===== src/rtl/uart_rx.sv =====
// UART receive deserializer: synchronises rx, detects the start bit on oversample
// ticks, samples each bit mid-period (LSB first) and flags a low stop bit.
module uart_rx #(
  parameter int DATA_BITS  = 8,
  parameter int OVERSAMPLE = 16
) (
  input  logic                 clk,
  input  logic                 arst_n,
  input  logic                 tick,
  input  logic                 rx,
  output logic [DATA_BITS-1:0] data_out,
  output logic                 rx_done,
  output logic                 frame_err,
  output logic                 busy
);
  localparam int SW = $clog2(OVERSAMPLE);
  localparam int NW = $clog2(DATA_BITS);
  localparam logic [SW-1:0] S_MID  = SW'(OVERSAMPLE / 2 - 1);
  localparam logic [SW-1:0] S_LAST = SW'(OVERSAMPLE - 1);
  localparam logic [NW-1:0] N_LAST = NW'(DATA_BITS - 1);

  typedef enum logic [1:0] {IDLE, START, DATA, STOP} state_t;

  state_t               r_state;
  logic [1:0]           r_sync;
  logic [SW-1:0]        r_s_cnt;
  logic [NW-1:0]        r_n_cnt;
  logic [DATA_BITS-1:0] r_shreg;
  logic [DATA_BITS-1:0] r_data_out;
  logic                 r_rx_done;
  logic                 r_frame_err;
  logic                 r_armed;
  logic                 w_rx_s;

  assign w_rx_s    = r_sync[1];
  assign data_out  = r_data_out;
  assign rx_done   = r_rx_done;
  assign frame_err = r_frame_err;
  assign busy      = (r_state != IDLE);

  always_ff @(posedge clk or negedge arst_n) begin
    if (!arst_n) begin
      r_state     <= IDLE;
      r_sync      <= 2'b11;
      r_s_cnt     <= '0;
      r_n_cnt     <= '0;
      r_shreg     <= '0;
      r_data_out  <= '0;
      r_rx_done   <= 1'b0;
      r_frame_err <= 1'b0;
      r_armed     <= 1'b1;
    end else begin
      r_sync    <= {r_sync[0], rx};
      r_rx_done <= 1'b0;
      if (tick) begin
        case (r_state)
          IDLE: begin
            // armed blocks a held-low line (break) from retriggering frames
            if (w_rx_s) begin
              r_armed <= 1'b1;
            end else if (r_armed) begin
              r_state <= START;
              r_s_cnt <= '0;
            end
          end
          START: begin
            if (r_s_cnt == S_MID) begin
              if (w_rx_s) begin
                r_state <= IDLE;
              end else begin
                r_state <= DATA;
                r_s_cnt <= '0;
                r_n_cnt <= '0;
              end
            end else begin
              r_s_cnt <= r_s_cnt + SW'(1);
            end
          end
          DATA: begin
            if (r_s_cnt == S_LAST) begin
              r_shreg <= {w_rx_s, r_shreg[DATA_BITS-1:1]};
              r_s_cnt <= '0;
              if (r_n_cnt == N_LAST) r_state <= STOP;
              else                   r_n_cnt <= r_n_cnt + NW'(1);
            end else begin
              r_s_cnt <= r_s_cnt + SW'(1);
            end
          end
          STOP: begin
            if (r_s_cnt == S_LAST) begin
              r_data_out  <= r_shreg;
              r_frame_err <= ~w_rx_s;
              r_rx_done   <= 1'b1;
              r_armed     <= w_rx_s;
              r_state     <= IDLE;
            end else begin
              r_s_cnt <= r_s_cnt + SW'(1);
            end
          end
          default: r_state <= IDLE;
        endcase
      end
    end
  end
endmodule


===== config.mk =====
export PLATFORM = sky130hd
export DESIGN_NAME = uart_rx
export DESIGN_NICKNAME = d
export VERILOG_FILES = /design/src/rtl/uart_rx.sv
export SDC_FILE = /design/constraint.sdc
export NUM_CORES = 1
export LEC_CHECK = 0
export ABC_AREA = 1
export BUFFER_PORTS_ARGS = -buffer_cell sky130_fd_sc_hd__buf_2
export CORE_MARGIN = 2
export CORE_UTILIZATION = 35
export CTS_CLUSTER_DIAMETER = 120
export DETAILED_ROUTE_END_ITERATION = 12
export HOLD_SLACK_MARGIN = 0.06
export PLACE_DENSITY = 0.51
export SLEW_MARGIN = 20
export SYNTH_ARGS = -nofsm -noshare
export SYNTH_HDL_FRONTEND = slang
export SYNTH_SLANG_ARGS = --single-unit
export TNS_END_PERCENT = 5

===== constraint.sdc =====
create_clock -name clk -period 4.33 [get_ports clk]
set_input_delay 0.2165 -clock clk [delete_from_list [all_inputs] [get_ports clk]]
set_output_delay 0.2165 -clock clk [all_outputs]
set_load 0.05 [all_outputs]

* Yosys cells after proc, flatten, opt, wreduce, memory -nomap -nowiden
Cells that the tools add are included.
Storage, ports and cells: output and inout bits 11, bits in registers 30
Operators by class: equality and inequality tests 17, bitwise operators 1, reduce and logical (&&, ||, !) cells 10, add/sub/neg operators 2, mux-type cells 26
Operator list (count):
- 4-bit two-way mux | 6
- 2-bit inequality test (second input constant) | 10
- 4-bit case mux with 4 select lines | 1
- 2-bit two-way mux | 7
- 3-bit two-way mux | 4
- 2-bit case mux with 4 select lines | 1
- 7-bit AND reduction | 1
- 3-bit case mux with 2 select lines | 1
- 3-bit AND reduction | 2
- 6-bit AND reduction | 1
- 2-bit nonzero test | 3
- 1-bit two-way mux | 5
- 5-bit AND reduction | 1
- 4-bit by 1-bit adder with 4-bit output (second input constant) | 1
- 2-bit == test (second input constant) | 2
- 4-bit by 3-bit == test with 1-bit output (second input constant) | 1
- 4-bit == test (second input constant) | 1
- 4-bit AND reduction | 1
- 3-bit by 1-bit adder with 3-bit output (second input constant) | 1
- 3-bit == test (second input constant) | 1
- 3-bit inequality test (second input constant) | 1
- 2-bit by 1-bit == test with 1-bit output (second input constant) | 1
- 2-bit logical NOT | 1
- 1-bit case mux with 2 select lines | 1
- 1-bit NOT | 1

* Depth between registers and ports, before layout
Gate-level depths: netlist of the first run.
depth after elaboration 4, gate-level depth with buffers 9, gate-level depth less buffers 9

* Worst setup path before layout of the first run
OpenSTA, ideal clock, no wires.
kind reg2reg, start point register r_s_cnt[0], end point register r_s_cnt[2], setup slack 2950 ps, buffers on the path 0, required time 4207 ps, arrival 1256 ps, cell stages (with the launch flop) 8, library setup time 123 ps, path through dfrtp_1 ha_1 nand3_4 nor2_4 nor2_1 nand2_2 nand2_1 o21ai_1
Between the ends: cells in the longest elaborated chain, start to end 3, elaborated cells on any way between the ends 10, classes of those cells 1 x add/sub; 4 x eq/ne; 4 x mux; 1 x reduce/logical
Ends and longest elaborated chain:
- start, declared | RTL line 26 | logic [SW-1:0] r_s_cnt;
- start signal, assigned | RTL line 76 | r_s_cnt <= r_s_cnt + SW'(1);
- start signal, assigned | RTL line 86 | r_s_cnt <= r_s_cnt + SW'(1);
- start signal, assigned | RTL line 97 | r_s_cnt <= r_s_cnt + SW'(1);
- 4-bit by 1-bit adder with 4-bit output (tied with other cells) | RTL line 76, 86, 97
- 4-bit two-way mux (tied with other cells) | RTL line 90 | if (r_s_cnt == S_LAST) begin
- 4-bit case mux with 4 select lines / 5-bit AND reduction (equally long branches)
Parallel ways exist; a longest one is shown, timed or not. The select of a mux whose other input is x is not followed. A chain may end at the register's enable or synchronous reset.

* Worst setup path after layout of the first run
Ends and elaborated chain as after synthesis.

==> summary.txt, run 1 <==
status - complete, no violations
ys async rst share - 100.0%
GP Congestion - 0.8648
Crit path buffers/inverters - 0
H-tree depth - 2
WL final - 2.458 mm
startpoint class of the critical path - register
Hold Buf Count CTS - 2
Synth Instances - 159
crit path time final - 1.543 ns
Root Buffer - clkbuf_8
DR DRC count - 0
post-route core utilization - 40.43%
Pwr Total - 0.7409 mW
CTS Buf Count - 5
Ports - 15
Synth Cell Area - 1404 sq um
vias in the first global route - 1079
Max Fclk - 648.0 MHz
CTS clock-pin slew for the worst setup and hold paths - 0.06 ns
Via Count - 1039
P&R area growth vs syn - 13.55%
#FFs+latches synth - 30
Synth Net Count - 166
signal arrival time at the worst endpoint - 1.70 ns
Final Hold Viols - 0
synth cell count leaders - nand2_1 (52), dfrtp_1 (27), inv_1 (18)
pre-CTS WS - 2.800 ns
crit path setup slack, layout - 2.787 ns
NumNets Final - 184
Die Wd - 67.33 microns
GRT Residual Overflow - 0
Detailed Place HPWL - 1.701 mm
Hold Crit Class - input pin to register
CTS sink cnt - 30
Core ar. - 3943 sq um
Worst slew margin - 55.80%
count leader, synth - nand2_1
Top Family by Delay on Critical Path - simple AND/OR/NAND/NOR gates
ys flop type - dfrtp_1
Setup TNS Final - 0 ns
Crit Path Class - register to register
FP Rows - 23
Pwr Density - 464.8 nW/um^2
syn_area_per_cell - 8.829 sq um
CP max stage cell - dfrtp_1
Final Setup Violations - 0
DRT antenna net count - 0
worst-path maximum fanout - 5
Post-synth EDFFs - 0
Die Ht - 67.33 microns
setup bufs post-CTS - 0
ANT cells - 0
CTS tree - done
Lkg Pwr - 0.8457 nW
Worst Tran Pin Value - 0.6630 ns
synthesis warning total - 0
drt pass-1 iters - 4
drt wl/cell - 10.78 microns
maximum vdd drop - 0.2163 mV
Via density - 4.557
Max-cap violations - 0
initial antenna violation count - 0
Yosys top cell by area - dfrtp_1
initial core utilization - 35.61%
crit-path max cell delay - 0.42 ns
CTS Buffer Depth - 2
Cell Chain, Critical Path - ha_1, nand3_4, nor2_4, nor2_1, nand2_2, nand2_1, o21ai_1
RSZ-0062 raised after global routing - no
Worst setup EP type - register
Tcrit/Tclk final - 35.64%
Netlist cell types - 23
layout cells sized above 1 - 19.10%
largest net degree at the start of global routing - 31
post_cts resized - 0
DIE AREA - 4533 sq um
clock latency on the worst-skew pair - 0.27 ns
GRT Resource Usage Total - 13.59%
CP required - 4.48 ns
first-pass GRT wire length - 4.512 mm
Iter 0 DRT Violations - 26
clk_skew - 0.002444 ns
Seq/Total Area, Yosys - 53.74%
Yosys top cell area share - 48.13%
final max-slew violation count - 0
Area contributors post-synth - dfrtp_1 (48%), nand2_1 (14%), dfstp_2 (5.6%)
Buffers on Ports - 14
## tightest hold or removal path, stage by stage
cell and delay [ns]:
buf_2 0.14, o211ai_1 0.09, nand2_1 0.05
## placed cells by master, fill, tap and decap left out
| cell type | n |
|---|---|
| buf_2 | 14 |
| clkbuf_1 | 3 |
| clkbuf_8 | 5 |
| dfrtp_1 | 27 |
| dfstp_2 | 3 |
| dlygate4sd3_1 | 2 |
| ha_1 | 3 |
| inv_1 | 18 |
| inv_2 | 1 |
| nand2_1 | 52 |
| nand2_2 | 3 |
| nand3_1 | 7 |
| nand3_4 | 1 |
| nand3b_1 | 2 |
| nand4_1 | 4 |
| nor2_1 | 3 |
| nor2_2 | 3 |
| nor2_4 | 2 |
| nor3_1 | 1 |
| o211ai_1 | 1 |
| o21ai_0 | 11 |
| o21ai_1 | 9 |
| o21ai_2 | 2 |
| xor2_1 | 1 |
## metal layers
| metal | global-route usage [%] | wire [microns] | vias to the layer above |
|---|---|---|---|
| li1 | - | - | 538 |
| met1 | 16.31 | 1254 | 482 |
| met5 | 0 | 0 | - |
| met4 | 7.908 | 58 | 0 |
| met3 | 3.833 | 72 | 7 |
| met2 | 21.78 | 1072 | 12 |
## kinds of logic (layout without fill, tap and decap cells)
group	Yosys count	in the layout	synth area share, %
AND/OR/NAND/NOR	78	78	25.94
flip-flops	30	30	53.74
buffers and inverters	24	43	8.109
AO/OA/AOI/OAI	23	23	8.913
adder cells (fa/ha/maj)	3	3	2.674
XOR/XNOR	1	1	0.6240
## power by group
part / internal, mW / total (mW) / switching [mW]
registers: 0.307 / 0.352 / 0.0447
logic: 0.0557 / 0.180 / 0.124
clock network: 0.114 / 0.208 / 0.0946
total: 0.477 / 0.741 / 0.264
## registers in the layout, indices dropped and copies added, names as in the netlist, named ones only
name       cells
data_out       8
r_shreg        8
r_s_cnt        4
r_n_cnt        3
r_sync         2
frame_err      1
r_armed        1
r_state        1
rx_done        1
## layout make-up
cell class                      instances  area (sq um)
Fill cell                             392          2349
Tap cell                               50         62.56
Multi-Input combinational cell        105         535.5
Clock buffer                            8         80.08
Sequential cell                        30         754.5
Timing Repair Buffer                   16         90.09
Inverter                               19         71.32
## final timing paths
| check | start | endpoint | slack, ns | cells after the start |
|---|---|---|---|---|
| max in group asynchronous | arst_n | r_s_cnt[3]$_DFFE_PN0P_ | 3.39 | 2 |
| min in group asynchronous | arst_n | rx_done$_DFF_PN0_ | 0.51 | 2 |
| worst min-delay path | tick | r_armed$_DFFE_PN1P_ | 0.22 | 3 |
| worst max register to register | r_s_cnt[0]$_DFFE_PN0P_ | r_s_cnt[2]$_DFFE_PN0P_ | 2.79 | 7 |
| worst max-delay path | r_s_cnt[0]$_DFFE_PN0P_ | r_s_cnt[2]$_DFFE_PN0P_ | 2.79 | 7 |
| worst min register to register | r_sync[0]$_DFF_PN1_ | r_sync[1]$_DFF_PN1_ | 0.36 | 0 |
## metrics by stage
step | hold WS (ns) | instances | cell area (sq um)
after CTS | 0.2218 | 228 | 1594
after floorplan | -0.07909 | 159 | 1404
final | 0.2234 | 228 | 1594
after detailed placement | 0.2942 | 218 | 1494
after global placement | 0.2911 | 218 | 1494
after global routing | 0.2254 | 228 | 1594
Power figures use the tool's default switching activity.
==> run 2, diff against run 1 <==
--- a/config.mk
+++ b/config.mk
@@ -12,7 +12,7 @@
 export CTS_CLUSTER_DIAMETER = 120
 export DETAILED_ROUTE_END_ITERATION = 12
 export HOLD_SLACK_MARGIN = 0.06
-export PLACE_DENSITY = 0.51
+export PLACE_DENSITY = 0.53
 export SLEW_MARGIN = 20
 export SYNTH_ARGS = -nofsm -noshare
 export SYNTH_HDL_FRONTEND = slang
==> constraint.sdc (replaced) <==
create_clock -name clk -period 1.3 [get_ports clk]
set_input_delay 0.065 -clock clk [delete_from_list [all_inputs] [get_ports clk]]
set_output_delay 0.065 -clock clk [all_outputs]
set_load 0.05 [all_outputs]
==> run 2 against run 1 <==
The flow now finishes with violations (setup timing); non-clock buffer count increased by 15; sequential power grew to 3.3 times the previous value; core utilization increased by 5.9 points; setup slack lost 2.8 ns.
==> summary.txt, run 2 (synthesized netlist as in run 1, its figures left out) <==
Final Hold Viols - 0 (unchanged)
CTS Buf Count - 5 (unchanged)
worst-path maximum fanout - 4 (-1)
Via density - 4.436 (-2.7%)
clock latency on the worst-skew pair - 0.28 ns (about the same)
WHS - 0.07023 ns (-0.1531 ns)
Buffers on Ports - 14 (unchanged)
Die Wd - 67.33 microns (unchanged)
maximum vdd drop - 0.9652 mV (+350%)
initial antenna violation count - 0 (unchanged)
combinational power share - 32.0% (+7.7 points)
Max Fclk - 746.2 MHz (+15%)
Ports - 15 (unchanged)
Core ar. - 3943 sq um (unchanged)
GP Congestion - 0.8771 (+1.4%)
WL final - 2.656 mm (+8.1%)
Worst setup EP type - register
Tcrit/Tclk final - 103.1% (+67 points)
Max-cap violations - 0 (unchanged)
CTS sink cnt - 30 (unchanged)
Worst slew margin - 73.23% (+17 points)
Sw Ratio - 35.11% (-0.50 points)
initial core utilization - 35.61% (unchanged)
H-tree depth - 2 (unchanged)
vias in the first global route - 1036 (-4.0%)
GRT Residual Overflow - 0 (unchanged)
CP required - 1.47 ns (-3.01 ns)
failing checks - setup timing
Die Ht - 67.33 microns (unchanged)
crit path setup slack, layout - -0.04017 ns (-2.827 ns)
DR DRC count - 0 (unchanged)
DIE AREA - 4533 sq um (unchanged)
RSZ-0062 raised after global routing - yes
FP Rows - 23 (unchanged)
Crit Path Class - register to register
setup bufs post-CTS - 0 (unchanged)
Post-Place Cells - 233 (+6.9%)
Hold Crit Class - input pin to register
Pwr Density - 1554 nW/um^2 (+230%)
Iter 0 DRT Violations - 30 (+15%)
commonest non-fill, non-tap cell in the layout - nand2_1
status - finished, violations left
clk_skew - 0.005726 ns (+0.003282 ns)
DRT antenna net count - 0 (unchanged)
clock share of power - 27.4% (-0.7 points)
CTS Buffer Depth - 2 (unchanged)
drt pass-1 iters - 4 (unchanged)
largest net degree at the start of global routing - 21 (-32%)
Fill cells - 386 (-1.5%)
pre-CTS WS - -0.09444 ns (-2.894 ns)
first-pass GRT wire length - 4.602 mm (+2.0%)
final std cells w/o fill - 243 (+6.6%)
Worst Tran Pin Value - 0.4015 ns (-0.2615 ns)
P&R area growth vs syn - 30.21%
Pwr Total - 2.840 mW (+280%)
Final Setup Violations - 3 (+3)
Reg power frac - 40.7% (-6.8 points)
Via Count - 1078 (+3.8%)
Setup TNS Final - -0.1000 ns (-0.1000 ns)
GRT Resource Usage Total - 14.32% (+0.73 points)
CTS tree - done
drt wl/cell - 10.93 microns (+1.4%)
Root Buffer - clkbuf_8
final max-slew violation count - 0 (unchanged)
layout cells sized above 1 - 31.61% (+13 points)
crit path time final - 1.340 ns (-0.2031 ns)
ANT cells - 0 (unchanged)
Detailed Place HPWL - 1.904 mm (+12%)
NumNets Final - 199 (+8.2%)
startpoint class of the critical path - register
signal arrival time at the worst endpoint - 1.51 ns (-0.19 ns)
Sw Pwr - 0.9971 mW (+280%)
Lkg Pwr - 0.9391 nW (+11%)
Pint - 1.843 mW (+290%)
CTS clock-pin slew for the worst setup and hold paths - 0.06 ns (about the same)
most frequent cells in the layout - nand2_1 (52), dfrtp_1 (25), inv_1 (17), o21ai_1 (14), buf_2 (13)
==> run 2: cell count changes in the layout (fill, tap and decap cells not counted), moves of 2 or more <==
cell	delta
buf_12	+3
buf_4	+12
clkbuf_1	-3
dfrtp_1	-2
dfrtp_2	+2
ha_1	-3
ha_4	+2
nand3_1	-2
o21ai_0	-5
o21ai_1	+5
==> run 2: area by class of cell <==
type	instances	area [sq um]	area share (%)
Clock buffer	6	82.58	4.517
Clock inverter	2	12.51	0.6845
Multi-Input combinational cell	105	595.6	32.58
Inverter	19	71.32	3.901
Tap cell	50	62.56	3.422
Timing Repair Buffer	31	246.5	13.48
Sequential cell	30	757.0	41.41
==> run 2: final timing paths <==
check                                       startpoint                     end  slack, ns  cells after the start
worst min register to register     r_sync[0]$_DFF_PN1_     r_sync[1]$_DFF_PN1_       0.35                      0
worst max register to register  r_n_cnt[1]$_DFFE_PN0P_  r_n_cnt[2]$_DFFE_PN0P_      -0.04                      8
max in group asynchronous                       arst_n     r_armed$_DFFE_PN1P_       0.56                      3
min in group asynchronous                       arst_n  r_s_cnt[2]$_DFFE_PN0P_       0.24                      2
worst min-delay path                              tick     r_armed$_DFFE_PN1P_       0.07                      3
worst max-delay path            r_n_cnt[1]$_DFFE_PN0P_  r_n_cnt[2]$_DFFE_PN0P_      -0.04                      8
==> run 2: metal layers <==
metal  GRT usage [%]  part of all wire (%)
met5               0                     0
met4           9.184                   2.7
met3           5.167                   3.9
met2           21.16                    44
met1           17.62                    50
==> run 2: through the flow <==
stage / area (sq um) / utilization [%]
2_1_floorplan: 1426 / -
3_3_place_gp: 1667 / 42.27
3_5_place_dp: 1667 / 42.27
4_1_cts: 1815 / 46.05
5_1_grt: 1828 / 46.37
6_report: 1828 / 46.37
==> run 2: power by group through the flow <==
stage	logic (mW)	registers, mW	clock network (mW)
after floorplan	0.584	1.12	0
after global placement	0.833	1.16	0
after detailed placement	0.841	1.16	0
after CTS	0.896	1.15	0.810
after global routing	1.02	1.17	0.874
final	0.908	1.15	0.777
==> run 2: critical path, cell delays in order (launching register included) <==
cell and delay (ns):
dfrtp_1 0.38, ha_2 0.20, ha_4 0.15, inv_2 0.06, nand3_4 0.07, o21ai_4 0.17
nand2_2 0.08, nand2_1 0.06, nand2_1 0.05
==> run 2: what timing repair did <==
action,CTS,global route
pin swaps,4,1
hold buffers,2,0
endpoints found under the hold margin,28,0
cloned,0,0
setup endpoints to repair,7,25
resized for setup,10,6
==> run 3, diff against run 2 <==
--- a/config.mk
+++ b/config.mk
@@ -7,7 +7,7 @@
 export LEC_CHECK = 0
 export ABC_AREA = 1
 export BUFFER_PORTS_ARGS = -buffer_cell sky130_fd_sc_hd__buf_2
-export CORE_MARGIN = 2
+export CORE_MARGIN = 4
 export CORE_UTILIZATION = 35
 export CTS_CLUSTER_DIAMETER = 120
 export DETAILED_ROUTE_END_ITERATION = 12
==> run 3 against run 2 <==
Combinational power is 3.6% higher; clock skew hardly changed; the flow still finishes with violations (setup timing); cell area is 1.4% higher; first-iteration DRC count increased by 40%; fmax rose by 0.27%; die area rose by 12%; critical path depth did not move; non-clock buffer count rose by 3; largest cell class unchanged; sequential share of layout area fell by 0.56 points; setup slack improved by 0.0036 ns; cell count is the same.
==> summary.txt, run 3 (synthesized netlist as in run 1, its figures left out) <==
P&R area growth vs syn - 32.00%
signal arrival time at the worst endpoint - 1.50 ns (about the same)
worst-path maximum fanout - 4 (unchanged)
H-tree depth - 2 (unchanged)
WL final - 2.600 mm (-2.1%)
final max-slew violation count - 0 (unchanged)
CP max stage cell - dfrtp_1
Post-Place Cell Area - 1659 sq um (-0.45%)
Lkg Pwr - 0.9643 nW (+2.7%)
DR DRC count - 0 (unchanged)
crit path capture - r_n_cnt[1]$_DFFE_PN0P_
CP required - 1.47 ns (about the same)
CTS Buf Count - 5 (unchanged)
Max Fclk - 748.2 MHz (+0.27%)
crit-path max cell delay - 0.38 ns (about the same)
layout cells sized above 1 - 34.36% (+2.8 points)
Fill cells - 358 (-7.3%)
Die Ht - 71.33 microns (+5.9%)
clk_skew - 0.005507 ns (-0.0002191 ns)
CTS Buffer Depth - 2 (unchanged)
Cell Chain, Critical Path - ha_2, ha_2, inv_2, nand3_4, o21ai_4, nand2_2, nand2_1, nand2_1
commonest non-fill, non-tap cell in the layout - nand2_1
Crit Path Class - register to register
Crit path buffers/inverters - 1 (unchanged)
reg-to-reg endpoint - r_n_cnt[1]$_DFFE_PN0P_
DIE AREA - 5088 sq um (+12%)
Pwr Total - 3.032 mW (+6.7%)
Top Family by Delay on Critical Path - flip-flops
Final Setup Violations - 3 (unchanged)
worst r2r path cells - 8 (unchanged)
M2 GR Usage - 18.37% (-2.8 points)
RSZ-0062 raised after global routing - yes
Worst slew margin - 75.52% (+2.3 points)
pre-CTS WS - -0.1075 ns (-0.01301 ns)
Buffers on Ports - 14 (unchanged)
GR met1 Demand/Resource - 16.19% (-1.4 points)
WHS - 0.06891 ns (-0.001320 ns)
startpoint class of the critical path - register
CTS tree - done
Max-cap violations - 0 (unchanged)
Worst setup EP type - register
Via Count - 1109 (+2.9%)
crit path time final - 1.337 ns (-0.003646 ns)
NumNets Final - 202 (+1.5%)
final std cells w/o fill - 243 (unchanged)
failing checks - setup timing
Pwr Density - 1636 nW/um^2 (+5.3%)
crit path from - r_n_cnt[1]$_DFFE_PN0P_
Ports - 15 (unchanged)
Via density - 4.564 (+2.9%)
FP Rows - 22 (-4.3%)
layer with the highest usage - met2
Final Hold Viols - 0 (unchanged)
crit path setup slack, layout - -0.03653 ns (+0.003646 ns)
Die Wd - 71.33 microns (+5.9%)
cell area after layout - 1853 sq um (+1.4%)
Iter 0 DRT Violations - 42 (+40%)
initial antenna violation count - 0 (unchanged)
met3 Track Usage GR - 4.348% (-0.82 points)
GRT Resource Usage Total - 12.56% (-1.8 points)
R2R Setup Slk - -0.04 ns (about the same)
ANT cells - 0 (unchanged)
CTS sink cnt - 30 (unchanged)
CTS clock-pin slew for the worst setup and hold paths - 0.06 ns (about the same)
status - finished, violations left
Post-Place Cells - 232 (-0.43%)
GP Congestion - 0.8698 (-0.83%)
Crit path depth - 8 (unchanged)
largest net degree at the start of global routing - 31 (+48%)
initial core utilization - 37.23% (+1.6 points)
vias in the first global route - 1101 (+6.3%)
maximum vdd drop - 0.8895 mV (-7.8%)
Hold Crit Class - input pin to register
Detailed Place HPWL - 1.852 mm (-2.7%)
Core ar. - 3771 sq um (-4.3%)
Tcrit/Tclk final - 102.8% (-0.28 points)
GRT Residual Overflow - 0 (unchanged)
Worst Tran Pin Value - 0.3671 ns (-0.03440 ns)
most frequent cells in the layout - nand2_1 (49), dfrtp_1 (25), inv_1 (17), buf_4 (16), buf_2 (13)
first-pass GRT wire length - 4.933 mm (+7.2%)
drt wl/cell - 10.70 microns (-2.1%)
Critical R2R Launch - r_n_cnt[1]$_DFFE_PN0P_
DRT antenna net count - 0 (unchanged)
drt pass-1 iters - 4 (unchanged)
clock latency on the worst-skew pair - 0.28 ns (about the same)
Root Buffer - clkbuf_8
[run 3: repair_timing]
item | CTS | global route
buffers inserted | 2 | 0
endpoints found under the setup margin | 10 | 27
hold buffers | 2 | 0
pin swaps | 4 | 1
endpoints found under the hold margin | 28 | 0
resized for setup | 9 | 9
[run 3: metal layers]
metal,routed length (microns),vias up
met4,68,0
met1,1256,515
met2,1184,11
met3,91,6
li1,-,577
met5,0,-
[run 3: metrics by stage]
stage | TNS (ns) | util, %
floorplan | -0.04046 | -
global placement | -0.1029 | 43.99
detailed placement | -0.2923 | 43.99
CTS | -0.1494 | 48.74
global route | -1.817 | 49.14
finish | -0.07295 | 49.14
[run 3: worst min-delay path by stage]
stage | start | to | slack, ns | depth (start not counted)
5_1_grt | tick | r_armed$_DFFE_PN1P_ | 0.09 | 3
2_1_floorplan | arst_n | asynchronous set/reset pin | -0.23 | 0
3_5_place_dp | arst_n | r_n_cnt[2]$_DFFE_PN0P_ | 0.1 | 2
6_report | tick | r_armed$_DFFE_PN1P_ | 0.07 | 3
4_1_cts | tick | r_armed$_DFFE_PN1P_ | 0.06 | 3
3_3_place_gp | arst_n | r_n_cnt[1]$_DFFE_PN0P_ | 0.10 | 2
[run 3: power breakdown]
part	switching (mW)	internal (mW)	total [mW]	leakage (nW)
Combinational	0.528	0.413	0.941	0.548
Sequential	0.120	1.03	1.15	0.359
Clock	0.329	0.612	0.941	0.0573
Total	0.976	2.06	3.03	0.964
[run 3: layout make-up]
cell class	count	area [sq um]	area share, %
clock buffer	6	82.58	4.456
clock inverter	1	30.03	1.621
inverter	19	71.32	3.849
multi-input combinational	105	595.6	32.14
sequential	30	757.0	40.85
tap	48	60.06	3.241
timing repair buffer	34	256.5	13.84
[run 3: tightest hold or removal path: cells and delay by family]
kind / cells / cell delay [ns]
buf+inv: 1 / 0.14
compound gates: 1 / 0.08
simple gates: 1 / 0.06
